==> src/rtl/instr_encoder.sv <==
// -----------------------------------------------------------------------------
// instr_encoder
//
// Turns decoded LEGv8 instruction descriptions into 32-bit machine words
// that can be written into instruction memory. Each descriptor is accepted
// with a valid/ready handshake. Its immediate is range-checked for the
// target format, and the encoded word leaves through a single registered
// output stage. The stage also carries the word's byte address.
//
// Supported ops (in_op): 0 ADD, 1 SUB, 2 AND, 3 ORR, 4 LDUR, 5 STUR, 6 LSL,
// 7 LSR, 8 B, 9 CBZ, 10 CBNZ, 11 ADDI, 12 SUBI, 13 ANDI, 14 ORRI; 15 illegal.
//
// Ports
//   clk        in   rising-edge clock
//   rst        in   synchronous reset, active-high (highest priority)
//   clear      in   synchronous restart of address counter, output and error
//   in_valid   in   descriptor present
//   in_ready   out  descriptor accepted when in_valid && in_ready
//   in_op      in   [3:0] operation select
//   in_rd      in   [4:0] Rd / Rt field
//   in_rn      in   [4:0] Rn field
//   in_rm      in   [4:0] Rm field
//   in_imm     in   [31:0] two's-complement shamt / offset / displacement
//   out_valid  out  encoded word held in the output stage
//   out_ready  in   downstream consumes when out_valid && out_ready
//   out_instr  out  [31:0] encoded word
//   out_addr   out  [ADDR_W-1:0] byte address of out_instr
//   count      out  words accepted since reset/clear (never wraps)
//   full       out  count == DEPTH
//   err        out  sticky error flag
//   err_code   out  [1:0] first error: 00 none, 01 illegal op, 10 imm range
// -----------------------------------------------------------------------------
module instr_encoder #(
    parameter int unsigned         ADDR_W    = 32,
    parameter logic [ADDR_W-1:0]   BASE_ADDR = '0,
    parameter int unsigned         DEPTH     = 64
) (
    input  logic                         clk,
    input  logic                         rst,
    input  logic                         clear,

    input  logic                         in_valid,
    output logic                         in_ready,
    input  logic [3:0]                   in_op,
    input  logic [4:0]                   in_rd,
    input  logic [4:0]                   in_rn,
    input  logic [4:0]                   in_rm,
    input  logic [31:0]                  in_imm,

    output logic                         out_valid,
    input  logic                         out_ready,
    output logic [31:0]                  out_instr,
    output logic [ADDR_W-1:0]            out_addr,

    output logic [$clog2(DEPTH+1)-1:0]   count,
    output logic                         full,
    output logic                         err,
    output logic [1:0]                   err_code
);

    localparam int unsigned CW = $clog2(DEPTH + 1);

    typedef enum logic [3:0] {
        OP_ADD     = 4'd0,
        OP_SUB     = 4'd1,
        OP_AND     = 4'd2,
        OP_ORR     = 4'd3,
        OP_LDUR    = 4'd4,
        OP_STUR    = 4'd5,
        OP_LSL     = 4'd6,
        OP_LSR     = 4'd7,
        OP_B       = 4'd8,
        OP_CBZ     = 4'd9,
        OP_CBNZ    = 4'd10,
        OP_ADDI    = 4'd11,
        OP_SUBI    = 4'd12,
        OP_ANDI    = 4'd13,
        OP_ORRI    = 4'd14,
        OP_ILLEGAL = 4'd15
    } op_e;

    typedef enum logic [1:0] {
        ERR_NONE    = 2'b00,
        ERR_ILLEGAL = 2'b01,
        ERR_RANGE   = 2'b10
    } err_e;

    // Opcode fields, grouped by format width.
    localparam logic [10:0] OPC_ADD  = 11'b10001011000;
    localparam logic [10:0] OPC_SUB  = 11'b11001011000;
    localparam logic [10:0] OPC_AND  = 11'b10001010000;
    localparam logic [10:0] OPC_ORR  = 11'b10101010000;
    localparam logic [10:0] OPC_LSL  = 11'b11010011011;
    localparam logic [10:0] OPC_LSR  = 11'b11010011010;
    localparam logic [10:0] OPC_LDUR = 11'b11111000010;
    localparam logic [10:0] OPC_STUR = 11'b11111000000;
    localparam logic [9:0]  OPC_ADDI = 10'b1001000100;
    localparam logic [9:0]  OPC_SUBI = 10'b1101000100;
    localparam logic [9:0]  OPC_ANDI = 10'b1001001000;
    localparam logic [9:0]  OPC_ORRI = 10'b1011001000;
    localparam logic [5:0]  OPC_B    = 6'b000101;
    localparam logic [7:0]  OPC_CBZ  = 8'b10110100;
    localparam logic [7:0]  OPC_CBNZ = 8'b10110101;

    // ------------------------------------------------------------------------
    // Registered state
    // ------------------------------------------------------------------------
    logic               out_valid_q, out_valid_d;
    logic [31:0]        out_instr_q, out_instr_d;
    logic [ADDR_W-1:0]  out_addr_q,  out_addr_d;
    logic [CW-1:0]      count_q,     count_d;
    logic               err_q,       err_d;
    err_e               err_code_q,  err_code_d;

    // ------------------------------------------------------------------------
    // Combinational decode: encoded word, op legality, immediate range
    // ------------------------------------------------------------------------
    op_e         op;
    logic [31:0] enc_word;
    logic        op_legal;
    logic        imm_ok;

    assign op = op_e'(in_op);

    // NOTE: every signal driven here gets a default before the case, so no
    // path leaves it unassigned and no latch is inferred.
    always_comb begin
        enc_word = '0;
        op_legal = 1'b1;
        imm_ok   = 1'b1;

        unique case (op)
            OP_ADD:  enc_word = {OPC_ADD, in_rm, 6'b0, in_rn, in_rd};
            OP_SUB:  enc_word = {OPC_SUB, in_rm, 6'b0, in_rn, in_rd};
            OP_AND:  enc_word = {OPC_AND, in_rm, 6'b0, in_rn, in_rd};
            OP_ORR:  enc_word = {OPC_ORR, in_rm, 6'b0, in_rn, in_rd};

            // Shifts: Rm slot is forced to zero; shamt is unsigned 0..63.
            OP_LSL: begin
                enc_word = {OPC_LSL, 5'b0, in_imm[5:0], in_rn, in_rd};
                imm_ok   = (in_imm[31:6] == '0);
            end
            OP_LSR: begin
                enc_word = {OPC_LSR, 5'b0, in_imm[5:0], in_rn, in_rd};
                imm_ok   = (in_imm[31:6] == '0);
            end

            // D-format: 9-bit signed offset. It fits when bits above the
            // sign bit are all copies of it.
            OP_LDUR: begin
                enc_word = {OPC_LDUR, in_imm[8:0], 2'b00, in_rn, in_rd};
                imm_ok   = (in_imm[31:9] == {23{in_imm[8]}});
            end
            OP_STUR: begin
                enc_word = {OPC_STUR, in_imm[8:0], 2'b00, in_rn, in_rd};
                imm_ok   = (in_imm[31:9] == {23{in_imm[8]}});
            end

            // I-format: 12-bit unsigned immediate.
            OP_ADDI: begin
                enc_word = {OPC_ADDI, in_imm[11:0], in_rn, in_rd};
                imm_ok   = (in_imm[31:12] == '0);
            end
            OP_SUBI: begin
                enc_word = {OPC_SUBI, in_imm[11:0], in_rn, in_rd};
                imm_ok   = (in_imm[31:12] == '0);
            end
            OP_ANDI: begin
                enc_word = {OPC_ANDI, in_imm[11:0], in_rn, in_rd};
                imm_ok   = (in_imm[31:12] == '0);
            end
            OP_ORRI: begin
                enc_word = {OPC_ORRI, in_imm[11:0], in_rn, in_rd};
                imm_ok   = (in_imm[31:12] == '0);
            end

            // B-format: 26-bit signed word displacement.
            OP_B: begin
                enc_word = {OPC_B, in_imm[25:0]};
                imm_ok   = (in_imm[31:26] == {6{in_imm[25]}});
            end

            // CB-format: 19-bit signed word displacement, Rt in [4:0].
            OP_CBZ: begin
                enc_word = {OPC_CBZ, in_imm[18:0], in_rd};
                imm_ok   = (in_imm[31:19] == {13{in_imm[18]}});
            end
            OP_CBNZ: begin
                enc_word = {OPC_CBNZ, in_imm[18:0], in_rd};
                imm_ok   = (in_imm[31:19] == {13{in_imm[18]}});
            end

            default: op_legal = 1'b0;
        endcase
    end

    // ------------------------------------------------------------------------
    // Handshake
    // ------------------------------------------------------------------------
    logic accept;
    logic good_word;
    logic consumed;

    assign full = (count_q == CW'(DEPTH));

    // The downstream ready feeds straight through to in_ready. A held word
    // that leaves this cycle frees the stage for a new one, so continuous
    // flow has no bubbles.
    assign in_ready  = !rst && !clear && !full && (!out_valid_q || out_ready);
    assign accept    = in_valid && in_ready;
    assign good_word = accept && op_legal && imm_ok;
    assign consumed  = out_valid_q && out_ready;

    // ------------------------------------------------------------------------
    // Next-state logic
    // ------------------------------------------------------------------------
    always_comb begin
        out_valid_d = out_valid_q;
        out_instr_d = out_instr_q;
        out_addr_d  = out_addr_q;
        count_d     = count_q;
        err_d       = err_q;
        err_code_d  = err_code_q;

        if (clear) begin
            // Restart: a pending word is dropped, not delivered.
            out_valid_d = 1'b0;
            out_instr_d = '0;
            out_addr_d  = BASE_ADDR;
            count_d     = '0;
            err_d       = 1'b0;
            err_code_d  = ERR_NONE;
        end else begin
            if (consumed) begin
                out_valid_d = 1'b0;
            end

            if (good_word) begin
                // The address uses the pre-increment count. A word that
                // loads on the same edge as a consume keeps out_valid high.
                out_valid_d = 1'b1;
                out_instr_d = enc_word;
                out_addr_d  = BASE_ADDR + (ADDR_W'(count_q) << 2);
                count_d     = count_q + CW'(1);
            end else if (accept) begin
                // A rejected descriptor still completes its handshake.
                // Only the first error cause is kept.
                err_d = 1'b1;
                if (err_code_q == ERR_NONE) begin
                    err_code_d = op_legal ? ERR_RANGE : ERR_ILLEGAL;
                end
            end
        end
    end

    // ------------------------------------------------------------------------
    // State registers
    // ------------------------------------------------------------------------
    // NOTE: sequential state uses non-blocking assignments so every flop
    // samples its _d value from before the edge, independent of statement order.
    always_ff @(posedge clk) begin
        if (rst) begin
            out_valid_q <= 1'b0;
            out_instr_q <= '0;
            out_addr_q  <= BASE_ADDR;
            count_q     <= '0;
            err_q       <= 1'b0;
            err_code_q  <= ERR_NONE;
        end else begin
            out_valid_q <= out_valid_d;
            out_instr_q <= out_instr_d;
            out_addr_q  <= out_addr_d;
            count_q     <= count_d;
            err_q       <= err_d;
            err_code_q  <= err_code_d;
        end
    end

    // ------------------------------------------------------------------------
    // Outputs
    // ------------------------------------------------------------------------
    assign out_valid = out_valid_q;
    assign out_instr = out_instr_q;
    assign out_addr  = out_addr_q;
    assign count     = count_q;
    assign err       = err_q;
    assign err_code  = err_code_q;

endmodule

==> config.mk <==
export PLATFORM = sky130hd
export DESIGN_NAME = instr_encoder
export DESIGN_NICKNAME = d
export VERILOG_FILES = /design/src/rtl/instr_encoder.sv
export SDC_FILE = /design/constraint.sdc
export NUM_CORES = 1
export LEC_CHECK = 0
export CAP_MARGIN = 25
export CORE_UTILIZATION = 44
export CTS_CLUSTER_DIAMETER = 30
export DETAILED_ROUTE_END_ITERATION = 8
export GPL_TIMING_DRIVEN = 0
export PLACE_DENSITY = 0.94
export SKIP_CTS_REPAIR_TIMING = 1
export SYNTH_ARGS = -nofsm -noshare
export SYNTH_HDL_FRONTEND = slang
export SYNTH_SLANG_ARGS = --single-unit
==> constraint.sdc <==
create_clock -name clk -period 2.6 [get_ports clk]
set_input_delay 0.26 -clock clk [delete_from_list [all_inputs] [get_ports clk]]
set_output_delay 0.26 -clock clk [all_outputs]
set_load 0.02 [all_outputs]
### Yosys cells after proc, flatten, opt, wreduce, memory -nomap -nowiden

Cells that the tools add are included.
Widths: inputs -> output; s select.

| cells by class | value |
|---|---|
| reductions and logical operators | 25 |
| add/sub/neg operators | 1 |
| muxes and demuxes | 6 |
| bitwise logic cells | 1 |
| eq/ne operators | 18 |

Operator list:

| cell | count |
|---|---|
| $pmux 32 s15 | 1 |
| $eq 4x4->1 const B | 7 |
| $logic_not 26->1 | 1 |
| $eq 23x23->1 | 1 |
| $logic_not 20->1 | 1 |
| $eq 4x3->1 const B | 4 |
| $reduce_or 15->1 | 1 |
| $eq 13x13->1 | 1 |
| $eq 4x2->1 const B | 2 |
| $reduce_or 2->1 | 4 |
| $add 7x1->7 const B | 1 |
| $eq 7x7->1 const B | 1 |
| $logic_and 1x1->1 | 7 |
| $eq 6x6->1 | 1 |
| $pmux 1 s5 | 1 |
| $eq 4x1->1 const B | 1 |
| $logic_not 1->1 | 4 |
| $logic_not 4->1 | 1 |
| $reduce_or 4->1 | 1 |
| $mux 1 | 3 |
| $reduce_and 3->1 | 1 |
| $logic_not 2->1 | 1 |
| $mux 2 | 1 |
| $reduce_and 2->1 | 1 |
| 3 further kinds | 3 |

| word-level totals | value |
|---|---|
| word-level logic and storage cells | 57 |
| flip-flop bits (word level) | 50 |
| bits of input ports | 56 |

### Longest topological paths before layout

Gate-level depths: netlist of run 1.

| logic depth | value |
|---|---|
| depth in word-level cells | 9 |
| mapped depth | 11 |

### Worst setup path after synthesis of run 1

OpenSTA, ideal clock, no wires.

| path | value |
|---|---|
| kind | input-to-reg |
| from | input port in_imm[8] |
| to | register out_instr_q[27], in the netlist out_instr[27] |
| buffers on the path | 2 |
| required time | 2.480 ns |
| arrival | 2.135 ns |
| cell stages on the path | 10 |
| library setup time | 0.120 ns |
| path slack | 0.345 ns |
| cells stage by stage | clkbuf_1 > inv_1 > ha_1 > or4b_1 > nor4_1 > o2111ai_1 > and4_4 > buf_6 > and3_2 > o31a_1 |

| between the ends | value |
|---|---|
| word-level cells in the longest chain between the ends | 3 |
| elaborated cells on any way between the ends | 4 |
| those cells by class | eq/ne: 1; mux: 1; reduce/logical: 2 |

Ends and longest elaborated chain:

| what | RTL line | RTL |
|---|---|---|
| start, declared | 48 | `input logic [31:0] in_imm,` |
| $eq 23x23->1 or $logic_not 26->1 (tied branches) | - |  |
| $pmux 1 s5 * | 132 | `unique case (op)` |
| $logic_and 1x1->1 * | 211 | `assign good_word = accept && op_legal && imm_ok;` |
| end signal, assigned | 271 | `out_instr_q <= out_instr_d;` |
| end, declared | 109 | `logic [31:0] out_instr_q, out_instr_d;` |

Every way passes the cells marked *; elsewhere a longest branch is shown, timed or not.
A chain may end at the register's enable or synchronous reset.

### Final worst setup path of run 1

| path | value |
|---|---|
| from | input port in_imm[9] |
| to | register out_instr_q[13], in the netlist out_instr[13] |

Same word-level chain as after synthesis.

==> metrics list, run 1 <==
- The run finished with clean final reports.
* End of the worst register-to-register path: out_instr[13]$_SDFFE_PP0P_
- The via count of the first global-routing pass is 3449.
* Total iterations of the first detailed-routing run: 7
- Each instance of the synthesized netlist takes up on average 8.25 sq um.
* Type of element capturing the critical path: flip-flop
- Residual DRC count: 0
- Area growth from synthesis to layout: 44.3%
* Ant. Diodes: 0
* Final core utilization: 67.2%
* Most used cells in the layout excluding fill and tap cells: 105 x clkdlybuf4s50_1, 64 x nand2_1, 50 x dfxtp_1
* Number of cell instances on the worst register-to-register path: 9
* Most numerous cell on the critical path: buf_6
* Worst Hold Endpoint: out_addr[4]$_SDFFE_PP0P_
- Max Clock Freq: between 400 and 500 MHz
* Max IR drop VDD: 0.227 mV
* I/O Pins: 133
- Ratio of cells with drive above 1 in the final layout: 12.9%
- Fin worst setup slack: 110 ps
* Area of the die: 7700 sq um
- The initial antenna violation count is 0.
* Final Max Slew Viols: 0
- DP Worst Slack: -388 ps
- Data arrives at the worst endpoint at 2740 ps.
- In this run, synthesis inferred 0 flip-flops with an integrated enable.
- Synth warnings: 0
- Largest cells by area after synthesis: dfxtp_1 31%, mux2i_1 10%, nand2_1 7.4%
- Final ANT Viol Nets: 0
- Counting flops with an async set or reset pin after synthesis yields a share of 0%.
* Kind of critical path: in -> reg
- The critical path goes through clkdlybuf4s50_1, inv_1, ha_1, or4b_1, nor4_1, o2111ai_1, and4_4, buf_6, a21boi_4, buf_6, o221a_1.
- Summed over all instances, the cell type with the most area after synthesis is dfxtp_1.
* Core Region: 6940 sq um
- The die is 87.7 microns tall.
- After synthesis, the largest area contributor takes up 30.9% of total cell area.
- H-tree level count: 2
- Clock-pin slew was measured on the worst setup and hold paths at 90 ps.
- Entering global routing, the biggest net connects 17 pins.
- DR WL/cell: 16.8 microns
- The clock passes through at most 2 buffers.
* Endpoints failing setup: 0
- For this design the static power due to leakage is around 1.9 nW.
- Clock tree from TritonCTS: done
* Flip-flop and latch count after synthesis: 50
- Synthesis produced 392 cells.
* Total Routing Usage GR: 27.3%
- Of all nets on the critical path, the largest fanout is 10.
- Data on the critical path is required at its endpoint by 2850 ps.
- Vias/cell: approximately 5.8
- In this run the horizontal extent of the chip is 87.7 microns.
- Wirelength, routed: ~11 mm
* Buffer cell driving the clock tree root: clkbuf_8
- Leaving out fill and tap cells, the most frequent cell in the layout is clkdlybuf4s50_1.
* Total gr overflow: 0
- The number of clock buffers added by TritonCTS is 5.
* Share of the clock period used by the worst path: 95.8%
- Clock tree synthesis found a total of 50 sinks.
* Final worst clock skew: 5.94 ps
- Row cnt: 30
- For the pin with the worst max-slew slack, the measured transition is 731 ps.
- The share of the Yosys chip area taken by registers is 30.9%.
- At the later pin of the worst-skew pair, clock insertion delay measures 310 ps.
* Starting Density: 46.6%
- The worst hold path begins at out_addr[4]$_SDFFE_PP0P_.
- Wire length of the first global-routing pass: 16.4 mm
* Number of max-capacitance violations reported: 0
- Hold crit path type: reg -> reg
- Summed over all nets, the half-perimeter wirelength after detailed placement is 8.20 mm.
* Slew headroom: 51.1%
* R2r setup slk: 200 ps
- On the worst path, the slowest cell contributes a delay of approximately 500 ps.
* Worst Setup Start Kind: input pin
- Number of distinct library cell variants in the gate-level netlist after synthesis: 59
- Global placement routability congestion: 0.910
- Number of port buffers: 105
* Most instantiated flip-flop cell in the synthesis netlist: dfxtp_1
- Reg-to-Reg Start: count[0]$_SDFFE_PP0P_
- Depth of the worst hold-timing path: 2
* Shortest period the worst path allows: 2490 ps
- Detailed routing inserted a total of 3673 vias.
* Synthesized cell area: 3230 sq um
* Number of DRC markers in iteration 0: 333
- In this run the power density over the cells is around 380 nW/um^2.
- Final Hold Vio Count: 0
* Cell type of the slowest stage on the worst timing path: clkdlybuf4s50_1
- Total Nets Final: 592
==> flip-flops by register name, summed over array words and instances (netlist names) <==
register   flops
count          7
out_instr     32
out_valid      1
err            1
out_addr       7
err_code       2
==> worst max-delay path: cells and delay by family <==
family                     cells  cell delay, ps
adders and majority gates      1             120
buffers and inverters          4             910
and+or+nand+nor                3             900
AOI/OAI and AO/OA              3             570
==> area by class of cell <==
class	count	area, sq um
Buffer	49	335
Clock buffer	5	68.8
Clock inverter	3	43.8
Tap cell	96	120
Multi-Input combinational cell	306	1980
Sequential cell	50	1000
Inverter	11	41.3
Timing Repair Buffer	109	1080
Fill cell	573	2280
==> kinds of logic (layout without fill, tap and decap cells) <==
group / Yosys count / after routing / share of synthesized area (%)
DFF: 50 / 50 / 30.9
adders and majority gates: 4 / 4 / 1.55
xor gates and xnor gates: 2 / 2 / 0.542
AOI/OAI and AO/OA: 89 / 89 / 22.0
other: 1 / 25 / 0.116
muxes: 33 / 33 / 10.2
buffers and inverters: 60 / 177 / 11.3
and+or+nand+nor: 153 / 153 / 23.3
==> Yosys cell counts (4+ instances only) <==
cell / count
nand2_1: 64
dfxtp_1: 50
mux2i_1: 33
buf_4: 25
nor2_1: 20
a21oi_1: 19
nand3_1: 14
clkbuf_1: 12
a222oi_1: 11
inv_1: 11
nor3_1: 11
o211ai_1: 7
o21ai_0: 7
o221ai_1: 7
buf_6: 6
nand4_1: 6
or3_1: 6
buf_1: 4
ha_1: 4
nand2b_1: 4
nor2b_1: 4
nor4_1: 4
o221a_1: 4
o221a_2: 4
or4_1: 4
==> per-stage QoR <==
| step | total power (W) | setup TNS, ps | instances | hold WS, ps | cell area, sq um |
|---|---|---|---|---|---|
| 2_1_floorplan | 0.00102 | 0 | 416 | 436 | 3320 |
| 3_3_place_gp | 0.00118 | -8010 | 617 | 447 | 4500 |
| 3_5_place_dp | 0.00119 | -9610 | 617 | 453 | 4500 |
| 4_1_cts | 0.00174 | -727 | 625 | 465 | 4610 |
| 5_1_grt | 0.00181 | -1.03 | 629 | 486 | 4670 |
| 6_report | 0.00176 | 0 | 629 | 463 | 4670 |
==> power breakdown <==
group          switching [W]  leakage, nW  total, W  internal, W
Combinational       0.000223         1.47  0.000413     0.000190
Sequential        0.00000553        0.403  0.000778     0.000773
Clock               0.000275       0.0585  0.000564     0.000289
Total               0.000504         1.93   0.00176      0.00125
==> layer usage <==
layer | vias up | part of all wire [%] | track usage, %
li1 | 1696 | - | -
met1 | 1702 | 39 | 34.3
met2 | 245 | 49 | 46.4
met3 | 30 | 9.5 | 4.43
met4 | 0 | 2.4 | 11.3
met5 | - | 0 | 0
==> how the worst max path moves through the flow <==
stage | endpoint | slack (ps) | cells past startpoint | start
floorplan | out_instr[27]$_SDFFE_PP0P_ | 350 | 10 | in_imm[8]
global placement | in_ready | -300 | 7 | rst
detailed placement | in_ready | -390 | 7 | rst
CTS | in_ready | -400 | 7 | rst
global route | out_instr[31]$_SDFFE_PP0P_ | -1 | 11 | in_imm[18]
finish | out_instr[13]$_SDFFE_PP0P_ | 110 | 11 | in_imm[9]
No activity file was read; power rests on OpenSTA's default activity.
==> run 2, diff against run 1 <==
--- a/config.mk
+++ b/config.mk
@@ -5,9 +5,11 @@
 export SDC_FILE = /design/constraint.sdc
 export NUM_CORES = 1
 export LEC_CHECK = 0
+export ABC_CLOCK_PERIOD_IN_PS = 2600
 export CAP_MARGIN = 25
 export CORE_UTILIZATION = 44
 export CTS_CLUSTER_DIAMETER = 30
+export CTS_CLUSTER_SIZE = 24
 export DETAILED_ROUTE_END_ITERATION = 8
 export GPL_TIMING_DRIVEN = 0
 export PLACE_DENSITY = 0.94
==> results of run 2 <==
No change in the layout: final DEF, timing and power equal those of run 1.
